===== src/rtl/tdm_pkg.sv =====
// Shared constants, FSM state type and lane-slice helper for the 1:8 TDM demultiplexer.
package tdm_pkg;

  localparam int NSLOT  = 8;
  localparam int SLOT_W = 3;
  localparam logic [SLOT_W-1:0] LAST_SLOT = SLOT_W'(NSLOT - 1);

  typedef enum logic {
    HUNT = 1'b0,
    RUN  = 1'b1
  } state_e;

  // LSB position of lane k inside a packed frame of dw-bit lanes.
  function automatic int lane_lsb(input int k, input int dw);
    return k * dw;
  endfunction

endpackage


===== src/rtl/tdm_demux_8_if.sv =====
// Serial slot input and parallel frame output of the TDM demultiplexer.
interface tdm_demux_8_if
  import tdm_pkg::*;
#(
  parameter int DW = 1
);

  logic [DW-1:0]       din;
  logic                din_valid;
  logic                frame_sync;
  logic [NSLOT*DW-1:0] out_bus;
  logic                frame_valid;
  logic [SLOT_W-1:0]   slot_idx;
  logic                locked;
  logic                err_sync;

  modport master (
    output din, din_valid, frame_sync,
    input  out_bus, frame_valid, slot_idx, locked, err_sync
  );

  modport slave (
    input  din, din_valid, frame_sync,
    output out_bus, frame_valid, slot_idx, locked, err_sync
  );

endinterface


===== src/rtl/tdm_slot_counter.sv =====
// Slot position counter: clear, load-1 (new frame start), increment with natural 7->0 wrap.
module tdm_slot_counter
  import tdm_pkg::*;
(
  input  logic              clk,
  input  logic              rst_n,
  input  logic              clr_i,
  input  logic              load1_i,
  input  logic              inc_i,
  output logic [SLOT_W-1:0] idx_o,
  output logic              last_o
);

  logic [SLOT_W-1:0] idx_q;

  // NOTE: sequential state uses <= so every flop samples pre-edge values regardless of statement order.
  always_ff @(posedge clk or negedge rst_n) begin
    if (!rst_n) begin
      idx_q <= '0;
    end else if (clr_i) begin
      idx_q <= '0;
    end else if (load1_i) begin
      idx_q <= SLOT_W'(1);
    end else if (inc_i) begin
      idx_q <= idx_q + 1'b1;
    end
  end

  assign idx_o  = idx_q;
  assign last_o = (idx_q == LAST_SLOT);

endmodule


===== src/rtl/tdm_demux_8.sv =====
// Time-division 1:8 demultiplexer: steers slots into shadow lanes and publishes whole frames atomically.
module tdm_demux_8
  import tdm_pkg::*;
#(
  parameter int DW = 1
)(
  input  logic          clk,
  input  logic          rst_n,
  tdm_demux_8_if.slave  bus
);

  state_e state_q, state_d;

  logic [NSLOT-2:0][DW-1:0] shadow_q;
  logic [NSLOT*DW-1:0]      out_q, frame_d;
  logic                     frame_valid_q;
  logic                     err_q, err_d;
  logic                     locked_q;

  logic                     cnt_clr, cnt_load1, cnt_inc;
  logic [SLOT_W-1:0]        slot_idx;
  logic                     slot_last;
  logic                     shadow_we;
  logic [SLOT_W-1:0]        wr_idx;
  logic                     frame_done;

  tdm_slot_counter u_slot_counter (
    .clk     (clk),
    .rst_n   (rst_n),
    .clr_i   (cnt_clr),
    .load1_i (cnt_load1),
    .inc_i   (cnt_inc),
    .idx_o   (slot_idx),
    .last_o  (slot_last)
  );

  // NOTE: every signal written here gets a default first, so no path can leave it unassigned and infer a latch.
  always_comb begin
    state_d    = state_q;
    cnt_clr    = 1'b0;
    cnt_load1  = 1'b0;
    cnt_inc    = 1'b0;
    shadow_we  = 1'b0;
    wr_idx     = slot_idx;
    frame_done = 1'b0;
    err_d      = 1'b0;

    if (bus.din_valid) begin
      unique case (state_q)
        HUNT: begin
          if (bus.frame_sync) begin
            shadow_we = 1'b1;
            wr_idx    = '0;
            cnt_load1 = 1'b1;
            state_d   = RUN;
          end
        end
        RUN: begin
          if (bus.frame_sync) begin
            // A sync anywhere but slot 0 abandons the partial frame and restarts from this beat.
            err_d     = (slot_idx != '0);
            shadow_we = 1'b1;
            wr_idx    = '0;
            cnt_load1 = 1'b1;
          end else if (slot_idx == '0) begin
            err_d   = 1'b1;
            cnt_clr = 1'b1;
            state_d = HUNT;
          end else if (slot_last) begin
            frame_done = 1'b1;
            cnt_inc    = 1'b1;
          end else begin
            shadow_we = 1'b1;
            cnt_inc   = 1'b1;
          end
        end
        default: state_d = HUNT;
      endcase
    end
  end

  // Slot 7 never lands in a shadow lane; it goes straight into the published frame.
  always_comb begin
    frame_d = '0;
    for (int k = 0; k < NSLOT - 1; k++) begin
      frame_d[lane_lsb(k, DW) +: DW] = shadow_q[k];
    end
    frame_d[lane_lsb(NSLOT - 1, DW) +: DW] = bus.din;
  end

  always_ff @(posedge clk or negedge rst_n) begin
    if (!rst_n) begin
      state_q       <= HUNT;
      out_q         <= '0;
      frame_valid_q <= 1'b0;
      err_q         <= 1'b0;
      locked_q      <= 1'b0;
    end else begin
      state_q       <= state_d;
      frame_valid_q <= frame_done;
      err_q         <= err_d;
      locked_q      <= (state_d == RUN);
      if (frame_done) begin
        out_q <= frame_d;
      end
    end
  end

  // NOTE: the shadow lanes are a small register file with a defined reset value, so they sit under rst_n too.
  always_ff @(posedge clk or negedge rst_n) begin
    if (!rst_n) begin
      shadow_q <= '0;
    end else begin
      for (int k = 0; k < NSLOT - 1; k++) begin
        if (shadow_we && (wr_idx == SLOT_W'(k))) begin
          shadow_q[k] <= bus.din;
        end
      end
    end
  end

  assign bus.out_bus     = out_q;
  assign bus.frame_valid = frame_valid_q;
  assign bus.slot_idx    = slot_idx;
  assign bus.locked      = locked_q;
  assign bus.err_sync    = err_q;

endmodule


===== src/flat_wrapper.sv =====
// flat-port wrapper written by rule: the top's interface ports become plain ports
module tdm_demux_8_flat import tdm_pkg::*;
#(
  parameter int DW = 1
)
  (clk, rst_n, bus_din, bus_din_valid, bus_frame_sync, bus_out_bus, bus_frame_valid, bus_slot_idx, bus_locked, bus_err_sync);
  tdm_demux_8_if #(.DW(DW)) bus_i ();
  input  logic clk;
  input  logic rst_n;
  input wire logic [$bits(bus_i.din)-1:0] bus_din;
  input wire logic [$bits(bus_i.din_valid)-1:0] bus_din_valid;
  input wire logic [$bits(bus_i.frame_sync)-1:0] bus_frame_sync;
  output wire logic [$bits(bus_i.out_bus)-1:0] bus_out_bus;
  output wire logic [$bits(bus_i.frame_valid)-1:0] bus_frame_valid;
  output wire logic [$bits(bus_i.slot_idx)-1:0] bus_slot_idx;
  output wire logic [$bits(bus_i.locked)-1:0] bus_locked;
  output wire logic [$bits(bus_i.err_sync)-1:0] bus_err_sync;
  assign bus_i.din = bus_din;
  assign bus_i.din_valid = bus_din_valid;
  assign bus_i.frame_sync = bus_frame_sync;
  assign bus_out_bus = bus_i.out_bus;
  assign bus_frame_valid = bus_i.frame_valid;
  assign bus_slot_idx = bus_i.slot_idx;
  assign bus_locked = bus_i.locked;
  assign bus_err_sync = bus_i.err_sync;
  tdm_demux_8 #(.DW(DW)) u_core (.clk(clk), .rst_n(rst_n), .bus(bus_i));
endmodule

===== config.mk =====
export PLATFORM = sky130hd
export DESIGN_NAME = tdm_demux_8_flat
export DESIGN_NICKNAME = d
export VERILOG_FILES = /design/src/rtl/tdm_pkg.sv /design/src/rtl/tdm_demux_8_if.sv /design/src/rtl/tdm_slot_counter.sv /design/src/rtl/tdm_demux_8.sv /design/src/flat_wrapper.sv
export SDC_FILE = /design/constraint.sdc
export NUM_CORES = 1
export LEC_CHECK = 0
export BUFFER_PORTS_ARGS = -buffer_cell sky130_fd_sc_hd__buf_2
export CAP_MARGIN = 10
export CORE_MARGIN = 2
export CORE_UTILIZATION = 44
export DETAILED_ROUTE_END_ITERATION = 8
export MAX_ROUTING_LAYER = met4
export PLACE_DENSITY = 0.72
export SYNTH_ARGS = -nofsm -noshare
export SYNTH_HDL_FRONTEND = slang
export SYNTH_SLANG_ARGS = --single-unit

===== constraint.sdc =====
create_clock -name clk -period 1.6 [get_ports clk]
set_input_delay 0.24 -clock clk [delete_from_list [all_inputs] [get_ports clk]]
set_output_delay 0.24 -clock clk [all_outputs]
set_load 0.05 [all_outputs]

# Word level (Yosys, flattened, before mapping)
# Cells that the tools add are included.
word_totals:
  register_bits: 21
  in_bits: 5
  output_inout_bits: 14
  elab_cells: 62
classes:
  n_addsub: 1
  eq_ne: 7
  n_mux: 30
  n_bitwise: 1
  n_reduce_logical: 11
ops:
  columns: ["op", "count"]
  rows:
  - ["two-way mux 1 bit", 23]
  - ["two-way mux 3 bit", 5]
  - ["equality test 3 bit (second input constant)", 4]
  - ["logical AND 1 bit", 7]
  - ["equality test 3 x 2 -> 1 bit (second input constant)", 2]
  - ["logical NOT 3 bit", 2]
  - ["nonzero test 3 bit", 2]
  - ["one-hot mux 1 bit (2 select lines)", 2]
  - ["adder 3 x 1 -> 3 bit (second input constant)", 1]
  - ["equality test 3 x 1 -> 1 bit (second input constant)", 1]
  - ["inverter 1 bit", 1]

# Logic depth before layout (Yosys ltp)
# Gate-level depths: netlist of run 1.
depth:
  ltp_word: 8
  ltp_mapped: 9
  ltp_nobuf: 8

# Modules after synthesis
# Synthesis of run 1 repeated with hierarchy kept, for this count alone.
hier_totals:
  hier_cells: 69
  hier_area_um2: 985.9
modules_own_cells:
  columns: ["module", "instances", "cells_each", "area_per_inst_um2", "seq_area_each_um2"]
  rows:
  - ["tdm_demux_8", 1, 57, 838.3, 450.4]
  - ["tdm_slot_counter", 1, 12, 147.6, 75.1]

# Least setup slack after synthesis of run 1
# No wires, ideal clock.
synth_timing:
  path_type: "reg2reg"
  from: "register u_core.u_slot_counter.idx_q[0], in the netlist u_core.u_slot_counter.idx_o[0]"
  to: "register u_core.u_slot_counter.idx_q[0], in the netlist u_core.u_slot_counter.idx_o[0]"
  setup_time_ps: 82
  arrival_time_ps: 1858
  required_ps: 1518
  setup_slack_ps: -340
  stages_incl_launch_ff: 9
  path_buffers: 1
  period_less_slack_ps: 1940
  cell_sequence: "dfrtp_1 > clkbuf_2 > inv_1 > ha_1 > nand2b_1 > inv_1 > ha_1 > a31o_2 > a31oi_1"
synth_via:
  elab_chain_len: 6
  elab_cells_between_ends: 14
  classes_between: "add/sub: 1; mux: 11; reduce/logical: 2"
synth_lines:
  columns: ["element", "line_no", "rtl"]
  rows:
  - ["start, declared", "tdm_slot_counter.sv:14", "logic [SLOT_W-1:0] idx_q;"]
  - ["start signal, assigned", "tdm_slot_counter.sv:25", "idx_q <= idx_q + 1'b1;"]
  - ["logical NOT 3 bit", "tdm_demux_8.sv:65", "end else if (slot_idx == '0) begin"]
  - ["two-way mux 1 bit", "tdm_demux_8.sv:65", null]
  - ["two-way mux 1 bit", "tdm_demux_8.sv:59", "if (bus.frame_sync) begin"]
  - ["two-way mux 1 bit", "tdm_demux_8.sv:49", "unique case (state_q)"]
  - ["two-way mux 1 bit", "tdm_demux_8.sv:48", "if (bus.din_valid) begin"]
  - ["nonzero test 3 bit (no line) or two-way mux 3 bit (tied branches)", null, null]
# Several ways; a longest one is shown, not always the timed one. The select of a mux whose other input is x is not followed.
# A chain may end at the register's enable or synchronous reset.

# Worst setup path in the final report of run 1
layout_timing:
  from: "register u_core.u_slot_counter.idx_q[1], in the netlist u_core.u_slot_counter.idx_o[1]"
  to: "register u_core.u_slot_counter.idx_q[0], in the netlist u_core.u_slot_counter.idx_o[0]"
layout_via:
  elab_chain_len: 6
  elab_cells_between_ends: 11
  classes_between: "mux: 9; reduce/logical: 2"
layout_lines:
  columns: ["element", "line_no"]
  rows:
  - ["logical NOT 3 bit (*)", "tdm_demux_8.sv:65"]
  - ["two-way mux 1 bit", "tdm_demux_8.sv:65"]
  - ["two-way mux 1 bit", "tdm_demux_8.sv:59"]
  - ["two-way mux 1 bit", "tdm_demux_8.sv:49"]
  - ["two-way mux 1 bit", "tdm_demux_8.sv:48"]
  - ["nonzero test 3 bit (no line) or two-way mux 3 bit (tied branches)", null]
# Mark *: on every way between the ends. The rest lies on a longest branch, timed or not.

==> results of run 1 <==
-- stage by stage --
step / instance area, sq um / worst slack [ns]
2_1_floorplan: 1100 / -0.00275
3_3_place_gp: 1200 / 0.137
3_5_place_dp: 1200 / 0.0908
4_1_cts: 1230 / 0.0596
5_1_grt: 1240 / 0.00380
6_report: 1240 / 0.0948
-- cells in the mapped netlist, types with 2 or more instances --
library cell	instances
nand3_1	4
nor3b_1	2
mux2_2	14
ha_1	5
nand4_1	3
inv_1	6
nor2_1	3
a21oi_1	3
mux2i_1	2
a31oi_1	2
nand2b_1	2
dfrtp_1	21
-- cells by family (layout without fill, tap and decap cells) --
group	count (synthesis)	count (layout)	synth area share, %
AO/OA/AOI/OAI	9	9	6.12
buffers and inverters	11	31	5.02
multiplexers	16	16	17.4
flip-flops	21	21	51.4
adder cells (fa/ha/maj)	5	5	6.12
AND/OR/NAND/NOR	21	21	14.0
-- metal layers --
| metal | GRT usage [%] | vias up | wire (um) |
|---|---|---|---|
| met5 | - | - | 0 |
| met4 | 8.97 | 0 | 41 |
| met3 | 2.57 | 5 | 60 |
| met2 | 25.3 | 13 | 960 |
| met1 | 19.4 | 357 | 799 |
| li1 | - | 341 | - |
-- cell usage in the layout, fill, tap and decap left out --
cell type      count
nand4_1            3
a31o_4             1
and3b_2            1
nand2b_4           1
and4bb_2           1
a31oi_1            2
inv_4              1
buf_4              2
nor2_1             2
mux2i_1            2
nand2b_1           1
ha_1               2
o311ai_0           1
dlygate4sd3_1      1
dfrtp_1           18
buf_2             18
nand3_1            3
a21o_1             1
clkbuf_4           3
and3_1             1
o311a_1            1
nor2b_1            1
nand3_4            1
a21oi_1            3
clkbuf_1           1
mux2_2            14
nand4b_1           1
nand2_1            1
nor3b_1            2
inv_1              4
inv_2              1
ha_4               3
dfrtp_2            3
nand3_2            1
nor2_4             1
-- flip-flops by register name (all words and copies together) (netlist names) --
signal                       count
u_core.bus.out_bus               8
u_core.frame_d                   7
u_core.u_slot_counter.idx_o      3
u_core.bus.err_sync              1
u_core.bus.frame_valid           1
u_core.state_q                   1
-- cell type report --
| type | instances | area [sq um] | area share (%) |
|---|---|---|---|
| inverter | 6 | 25.0 | 2.01 |
| sequential | 21 | 529 | 42.6 |
| tap | 28 | 35.0 | 2.82 |
| clock buffer | 4 | 26.3 | 2.11 |
| multi-input combinational | 51 | 512 | 41.2 |
| timing repair buffer | 21 | 115 | 9.26 |
-- what timing repair did --
item | CTS | global route
resized for setup | 0 | 0
hold buffers | 1 | 0
setup endpoints to repair | 0 | 4
hold endpoints to repair | 21 | 0
buffers inserted | 0 | 1
-- how the worst max path moves through the flow --
stage	from	endpoint	slack (ns)
6_report	u_core.u_slot_counter.idx_o[1]$_DFFE_PN0P_	u_core.u_slot_counter.idx_o[0]$_DFFE_PN0P_	0.09
5_1_grt	u_core.u_slot_counter.idx_o[0]$_DFFE_PN0P_	u_core.frame_d[5]$_DFFE_PN0P_	0.004
4_1_cts	u_core.u_slot_counter.idx_o[1]$_DFFE_PN0P_	u_core.u_slot_counter.idx_o[0]$_DFFE_PN0P_	0.06
3_5_place_dp	u_core.u_slot_counter.idx_o[1]$_DFFE_PN0P_	u_core.u_slot_counter.idx_o[0]$_DFFE_PN0P_	0.09
3_3_place_gp	u_core.u_slot_counter.idx_o[1]$_DFFE_PN0P_	u_core.bus.out_bus[6]$_DFFE_PN0P_	0.14
2_1_floorplan	u_core.u_slot_counter.idx_o[0]$_DFFE_PN0P_	u_core.u_slot_counter.idx_o[0]$_DFFE_PN0P_	-0.003
-- power by group --
group	total, uW	internal [uW]	switching, uW
Combinational	1110	413	694
Sequential	834	693	141
Clock	267	97.6	170
-- worst register-to-register path: stages (launching register included) --
cell and delay (ns):
dfrtp_2 0.45, inv_1 0.14, ha_4 0.18, nand2b_4 0.09, ha_4 0.18, a21o_1 0.15, a21oi_1 0.13, a31oi_1 0.06
==> impl_metrics.tcl, run 1 <==
set metrics [dict create \
    hp-class "in2reg" \
    final.setup_skew_ns 0.00654 \
    clk_pin_slew_ns 0.12 \
    place_inst 125 \
    final_core_util_pct 56.2 \
    p_leak_uw 0.000630 \
    syn_area_per_cell_sq_um 12.3 \
    antennaDiodeCount 0 \
    grtUsageTotal_pct 15.9 \
    ys.flop_type "dfrtp_1" \
    hp-start "bus_din_valid" \
    vias 716 \
    slew_viol_final 0 \
    cp_num_buf_inv 1 \
    rrSetupSlack_ns 0.09 \
    area_growth_pct 21.5 \
    finalNonFillerCells 131 \
    powerDensity_mw_per_mm2 1780 \
    antenna_found_initial 0 \
    ys_ff_latch 21 \
    start_util_pct 46.2 \
    cap_viol_max_count 0 \
    crit_chain "inv_1, ha_4, nand2b_4, ha_4, a21o_1, a21oi_1, a31oi_1" \
    syn-cell-area_sq_mm 0.00102 \
    hold_viol 0 \
    n_fill_cell 205 \
    path_class "reg2reg" \
    cp_common_cell "ha_4" \
    setup_viol 0 \
    synth_area_leader_cell "dfrtp_1" \
    status "finished, final reports clean" \
    crit_path_max_fanout 5 \
    clock.fmax_ghz 0.664 \
    grt_pass1_wl_um 2970 \
    dr.first_iter.drc_count 3 \
    vias_per_cell 5.47 \
    dieArea_sq_mm 0.00272 \
    crit_arrival_ns 1.70 \
    whs_path_depth 2 \
    grt_max_degree 22 \
    whs_endpoint "u_core.state_q$_DFFE_PN0P_" \
    synthCells 83 \
    post-dp-hpwl_um 1380 \
    cts_sinks 21 \
    core.rowCount 17 \
    cts_made_buffers 3 \
    cp-start-kind "register" \
    worstMarginPinSlew_ns 0.465 \
    cp.required_ns 1.80 \
    peakVddDrop_uv 1180 \
    p_total_uw 2210 \
    drt_first_pass_iters 4 \
    reg2reg_from "u_core.u_slot_counter.idx_o[1]$_DFFE_PN0P_" \
    yosysTopAreaCellShare_pct 51.4 \
    die_w_um 52.2 \
    nNetsFinal 114 \
    drive_above_1_share_pct 50.5 \
    yosys.cell_types.count 28 \
    relSlewSlack_pct 69.0 \
    rsz0062_at_grt "false" \
    core_area_sq_mm 0.00221 \
    insertion_delay_ns 0.31 \
    yosys_warnings 0 \
    root_buffer "clkbuf_4" \
    grt_overflow 0 \
    end_kind "register" \
    async_flop_share_pct 100 \
    fin_crit_sh_pct 94.1 \
    synth_enable_flop_cells 0 \
    syn_nets 93 \
    crit_family "flip-flops" \
    cp_slowest_cell "dfrtp_2" \
    r2r_end "u_core.u_slot_counter.idx_o[0]$_DFFE_PN0P_" \
    drc 0 \
    gp_congestion 0.734 \
    hold_ws_ns 0.272 \
    antenna_left 0 \
    tritoncts "yes" \
    reg2regPathDepth 7 \
    seq_area_frac_synth_pct 51.4 \
    ioPinCount 19 \
    critical_path.max_stage_delay_ns 0.45 \
    period_needed_ns 1.51 \
    port_buffers 18 \
    wl_per_cell_um 14.2 \
    crit_cells 7 \
    die_y_um 52.2 \
    setup_tns_ns 0 \
    ctsHtreeMaxLevel 1 \
    synth_area_leaders "dfrtp_1, mux2_2, ha_1" \
    wl_um 1860 \
    cts.path.max_buffers 2 \
    first_global_vias 660 \
]
(Power assumes the default switching activity.)
==> run 2: changes to the inputs <==
--- a/config.mk
+++ b/config.mk
@@ -7,7 +7,7 @@
 export LEC_CHECK = 0
 export BUFFER_PORTS_ARGS = -buffer_cell sky130_fd_sc_hd__buf_2
 export CAP_MARGIN = 10
-export CORE_MARGIN = 2
+export CORE_MARGIN = 10
 export CORE_UTILIZATION = 44
 export DETAILED_ROUTE_END_ITERATION = 8
 export MAX_ROUTING_LAYER = met4
==> run 2 against run 1 <==
  * Hold slack improved by 0.014 ns
  * Register-to-register slack got worse by 0.02 ns
  * Clock skew decreased by 0.0044 ns
==> impl_metrics.tcl, run 2 (synthesized netlist as in run 1, its figures left out) <==
set metrics [dict create \
    status "finished, final reports clean" \
    antennaDiodeCount 0 \
    final.setup_skew_ns 0.00216 \
    post-dp-hpwl_um 1510 \
    n_fill_cell 197 \
    wl_um 2030 \
    grt_max_degree 22 \
    crit_chain "ha_1, ha_1, nand3_4, mux2_2" \
    gr-usage-met3_pct 3.10 \
    crit_arrival_ns 1.72 \
    p_leak_uw 0.000639 \
    peakVddDrop_uv 1090 \
    root_buffer "clkbuf_4" \
    ctsHtreeMaxLevel 1 \
    cp_num_buf_inv 0 \
    clock.fmax_ghz 0.655 \
    end_kind "register" \
    port_buffers 18 \
    insertion_delay_ns 0.30 \
    hold_viol 0 \
    cts_made_buffers 3 \
    cp_slowest_cell "dfrtp_2" \
    rrSetupSlack_ns 0.07 \
    relSlewSlack_pct 68.7 \
    whs_path_depth 3 \
    powerDensity_mw_per_mm2 1780 \
    drive_above_1_share_pct 51.9 \
    first_global_vias 747 \
    start_util_pct 46.2 \
    reg2reg_from "u_core.u_slot_counter.idx_o[1]$_DFFE_PN0P_" \
    mostFrequentLayoutCells "buf_2, dfrtp_1, mux2_2" \
    grt-busiest-layer "met2" \
    tritoncts "yes" \
    core.rowCount 17 \
    setup_tns_ns 0 \
    use_met2_pct 15.3 \
    finalNonFillerCells 132 \
    area_growth_pct 22.8 \
    crit_path_max_fanout 9 \
    multiInputGateArea_sq_um 517 \
    final_core_util_pct 56.7 \
    antenna_left 0 \
    cp-start-kind "register" \
    vias_per_cell 5.37 \
    worstMarginPinSlew_ns 0.470 \
    p_total_uw 2230 \
    cp.required_ns 1.80 \
    clk_pin_slew_ns 0.11 \
    vias 709 \
    setup_viol 0 \
    dieArea_sq_mm 0.00465 \
    drt_first_pass_iters 4 \
    gp_congestion 0.727 \
    hp-start "bus_frame_sync" \
    cap_viol_max_count 0 \
    cts.path.max_buffers 2 \
    cp_common_cell "ha_1" \
    crit_family "flip-flops" \
    dr.first_iter.drc_count 17 \
    place_inst 125 \
    core_area_sq_mm 0.00221 \
    path_class "reg2reg" \
    seq_area_sq_um 529 \
    antenna_found_initial 0 \
    grtUsageTotal_pct 9.88 \
    critical_path.max_stage_delay_ns 0.47 \
    period_needed_ns 1.53 \
    whs_endpoint "u_core.state_q$_DFFE_PN0P_" \
    die_y_um 68.2 \
    r2r_end "u_core.bus.out_bus[1]$_DFFE_PN0P_" \
    reg2regPathDepth 4 \
    drc 0 \
    grt_overflow 0 \
    die_w_um 68.2 \
    ioPinCount 19 \
    largest_reg_flops 8 \
    slew_viol_final 0 \
    hp-class "in2reg" \
    gr-usage-met1_pct 11.7 \
    wl_per_cell_um 15.4 \
    grt_pass1_wl_um 3480 \
    fin_crit_sh_pct 95.4 \
    cts_sinks 21 \
    nNetsFinal 115 \
    crit_cells 4 \
    rsz0062_at_grt "false" \
]
## run 2: tightest hold or removal path: cells and delay by family
kind / cells / cell delay [ns]
buffers and inverters: 1 / 0.15
AOI/OAI and AO/OA: 2 / 0.17
## run 2: power by group
part | internal [uW] | total [uW] | switching, uW | leakage [uW]
registers | 693 | 849 | 156 | 0.000273
logic | 434 | 1130 | 698 | 0.000351
clock network | 97.2 | 247 | 150 | 0.0000150
total | 1220 | 2230 | 1000 | 0.000639
## run 2: area by class of cell
cell class / count / area share (%)
clock buffers: 4 / 2.09
inverters: 6 / 1.99
multi-input cells: 51 / 41.2
flip-flops and latches: 21 / 42.2
well taps: 28 / 2.79
repair buffers: 22 / 9.77
## run 2: metal layers
| layer | routed length (um) | vias to the layer above |
|---|---|---|
| met5 | 0 | - |
| met4 | 20 | 0 |
| met3 | 126 | 2 |
| met2 | 957 | 14 |
| met1 | 925 | 352 |
| li1 | - | 341 |
## run 2: timing repair
action,CTS,global route
hold buffers,1,0
setup buffers,0,2
gates resized for setup,0,1
hold endpoints to repair,21,0
endpoints found under the setup margin,0,2
## run 2: stage by stage
step / cell area [sq um] / hold WS, ns / setup slack [ns]
final: 1250 / 0.286 / 0.0738
after detailed placement: 1200 / 0.216 / 0.0714
after CTS: 1230 / 0.286 / 0.0462
after floorplan: 1100 / -0.0556 / -0.00275
after global placement: 1200 / 0.213 / 0.117
after global routing: 1250 / 0.302 / 0.0235
## run 2: worst max-delay path by stage
stage	start	endpoint	slack, ns
after floorplan	u_core.u_slot_counter.idx_o[0]$_DFFE_PN0P_	u_core.u_slot_counter.idx_o[0]$_DFFE_PN0P_	-0.003
after CTS	u_core.u_slot_counter.idx_o[1]$_DFFE_PN0P_	u_core.frame_d[5]$_DFFE_PN0P_	0.05
final	u_core.u_slot_counter.idx_o[1]$_DFFE_PN0P_	u_core.bus.out_bus[1]$_DFFE_PN0P_	0.07
after global routing	u_core.u_slot_counter.idx_o[1]$_DFFE_PN0P_	u_core.u_slot_counter.idx_o[2]$_DFFE_PN0P_	0.02
after detailed placement	u_core.u_slot_counter.idx_o[1]$_DFFE_PN0P_	u_core.frame_d[5]$_DFFE_PN0P_	0.07
after global placement	u_core.u_slot_counter.idx_o[1]$_DFFE_PN0P_	u_core.bus.out_bus[6]$_DFFE_PN0P_	0.12
==> run 3: changes to the inputs <==
==> constraint.sdc (replaced) <==
create_clock -name clk -period 1.25 [get_ports clk]
set_input_delay 0.1875 -clock clk [delete_from_list [all_inputs] [get_ports clk]]
set_output_delay 0.1875 -clock clk [all_outputs]
set_load 0.05 [all_outputs]
==> run 3 against run 2 <==
  * The flow now finishes with violations (negative setup slack)
  * Critical path depth increased by 3
  * Largest power group unchanged
  * Sequential power is 24% higher
  * Design area grew 21%
  * Critical endpoint is now u_core.bus.out_bus[4]$_DFFE_PN0P_
  * Critical path type unchanged
  * Via count rose by 10%
==> impl_metrics.tcl, run 3 (synthesized netlist as in run 1, its figures left out) <==
set metrics [dict create \
    crit_path_max_fanout 4 \
    grtUsageTotal_pct 10.5 \
    crit_cells 7 \
    setup_viol 22 \
    grt_max_degree 22 \
    peakVddDrop_uv 1670 \
    port_buffers 18 \
    cap_viol_max_count 0 \
    area_growth_pct 48.3 \
    rrSetupSlack_ns -0.26 \
    cts_sinks 21 \
    hold_viol 0 \
    final.setup_skew_ns 0.00315 \
    combPwrFrac_pct 60.8 \
    dr.first_iter.drc_count 23 \
    wl_um 2370 \
    nNetsFinal 131 \
    p_total_uw 3530 \
    hp-class "in2reg" \
    wl_per_cell_um 16.0 \
    pwr-share-seq_pct 29.8 \
    failed_checks "negative setup slack" \
    path_class "reg2reg" \
    tritoncts "yes" \
    first_global_vias 766 \
    cp_num_buf_inv 3 \
    cp-start-kind "register" \
    start_util_pct 46.2 \
    post-dp-hpwl_um 1620 \
    cp_slowest_cell "dfrtp_2" \
    root_buffer "clkbuf_4" \
    critical_path.max_stage_delay_ns 0.45 \
    final.setup.worst_slack_ns -0.262 \
    die_w_um 68.2 \
    power_frac_clock_pct 9.4 \
    powerDensity_mw_per_mm2 2330 \
    insertion_delay_ns 0.30 \
    antennaDiodeCount 0 \
    p_leak_uw 0.000745 \
    gp_congestion 0.779 \
    clock.fmax_ghz 0.662 \
    final_core_util_pct 68.6 \
    drt_first_pass_iters 4 \
    reg2regPathDepth 7 \
    setup_tns_ns -3.68 \
    cts_made_buffers 3 \
    p_switching_uw 1510 \
    grt_pass1_wl_um 3650 \
    hold_ws_ns 0.237 \
    core.rowCount 17 \
    internal_power_uw 2020 \
    period_needed_ns 1.51 \
    cp.required_ns 1.45 \
    status "complete, but fails checks" \
    antenna_found_initial 0 \
    rsz0062_at_grt "true" \
    relSlewSlack_pct 69.6 \
    vias_per_cell 5.28 \
    slew_viol_final 0 \
    ioPinCount 19 \
    worstMarginPinSlew_ns 0.455 \
    layout_commonest_cell "dfrtp_1" \
    grt_overflow 0 \
    clk_pin_slew_ns 0.12 \
    drc 0 \
    ctsHtreeMaxLevel 1 \
    dieArea_sq_mm 0.00465 \
    largest_reg_flops 8 \
    end_kind "register" \
    core_area_sq_mm 0.00221 \
    mostFrequentLayoutCells "dfrtp_1, buf_2, buf_4" \
    vias 781 \
    crit_arrival_ns 1.71 \
    antenna_left 0 \
    fin_crit_sh_pct 121 \
    whs_path_depth 2 \
    die_y_um 68.2 \
    crit_family "flip-flops" \
    crit_chain "buf_6, inv_4, ha_4, nand2b_4, buf_4, nand3_4, mux2_2" \
    cts.path.max_buffers 2 \
    drive_above_1_share_pct 67.5 \
    switching_share_pct 42.9 \
]
## run 3: cell count changes in the layout (fill, tap and decap cells not counted), moves of 4 or more
cell,previous run,this run
buf_6,0,6
mux2_4,0,6
mux2_2,14,8
buf_2,18,14
buf_4,3,14
## run 3: per-layer routing
layer	share of wire (%)	global-route usage [%]
met1	43	12.8
met2	52	16.9
met3	4.1	2.77
met4	0.59	3.02
met5	0	-
## run 3: path summary, 6_finish.rpt
check                                                              to                                        from
max in group asynchronous  u_core.u_slot_counter.idx_o[0]$_DFFE_PN0P_                                       rst_n
max reg2reg                         u_core.bus.out_bus[4]$_DFFE_PN0P_  u_core.u_slot_counter.idx_o[0]$_DFFE_PN0P_
min                                     u_core.frame_d[1]$_DFFE_PN0P_                                     bus_din
min in group asynchronous               u_core.frame_d[0]$_DFFE_PN0P_                                       rst_n
max                                 u_core.bus.out_bus[4]$_DFFE_PN0P_  u_core.u_slot_counter.idx_o[0]$_DFFE_PN0P_
min reg2reg                         u_core.bus.out_bus[4]$_DFFE_PN0P_               u_core.frame_d[4]$_DFFE_PN0P_
## run 3: final cells by class
type / count / area (sq um)
fill: 152 / 696
multi-input combinational: 52 / 613
sequential: 21 / 531
timing repair buffer: 37 / 283
tap: 28 / 35.0
inverter: 6 / 25.0
clock buffer: 3 / 22.5
clock inverter: 1 / 7.51
## run 3: timing repair
item | in CTS | in global routing
pin swaps | 10 | 4
hold endpoints to repair | 21 | 0
cloned | 1 | 0
gates resized for setup | 26 | 9
setup buffers | 1 | 5
setup endpoints to repair | 24 | 24
hold buffers | 1 | 0
## run 3: per-stage QoR
step	cells	worst slack, ns	cell area (sq um)
after floorplan	83	-0.352	1110
after global placement	137	-0.221	1290
after detailed placement	137	-0.262	1290
after CTS	144	-0.221	1450
after global routing	148	-0.304	1520
final	148	-0.262	1520
## run 3: power groups by stage
stage                     clock (uW)  sequential (uW)  combinational, uW
after detailed placement           0             1040               1680
after global routing             376             1080               2300
after global placement             0             1020               1660
final                            331             1050               2150
after CTS                        348             1040               1950
after floorplan                    0             1450                772
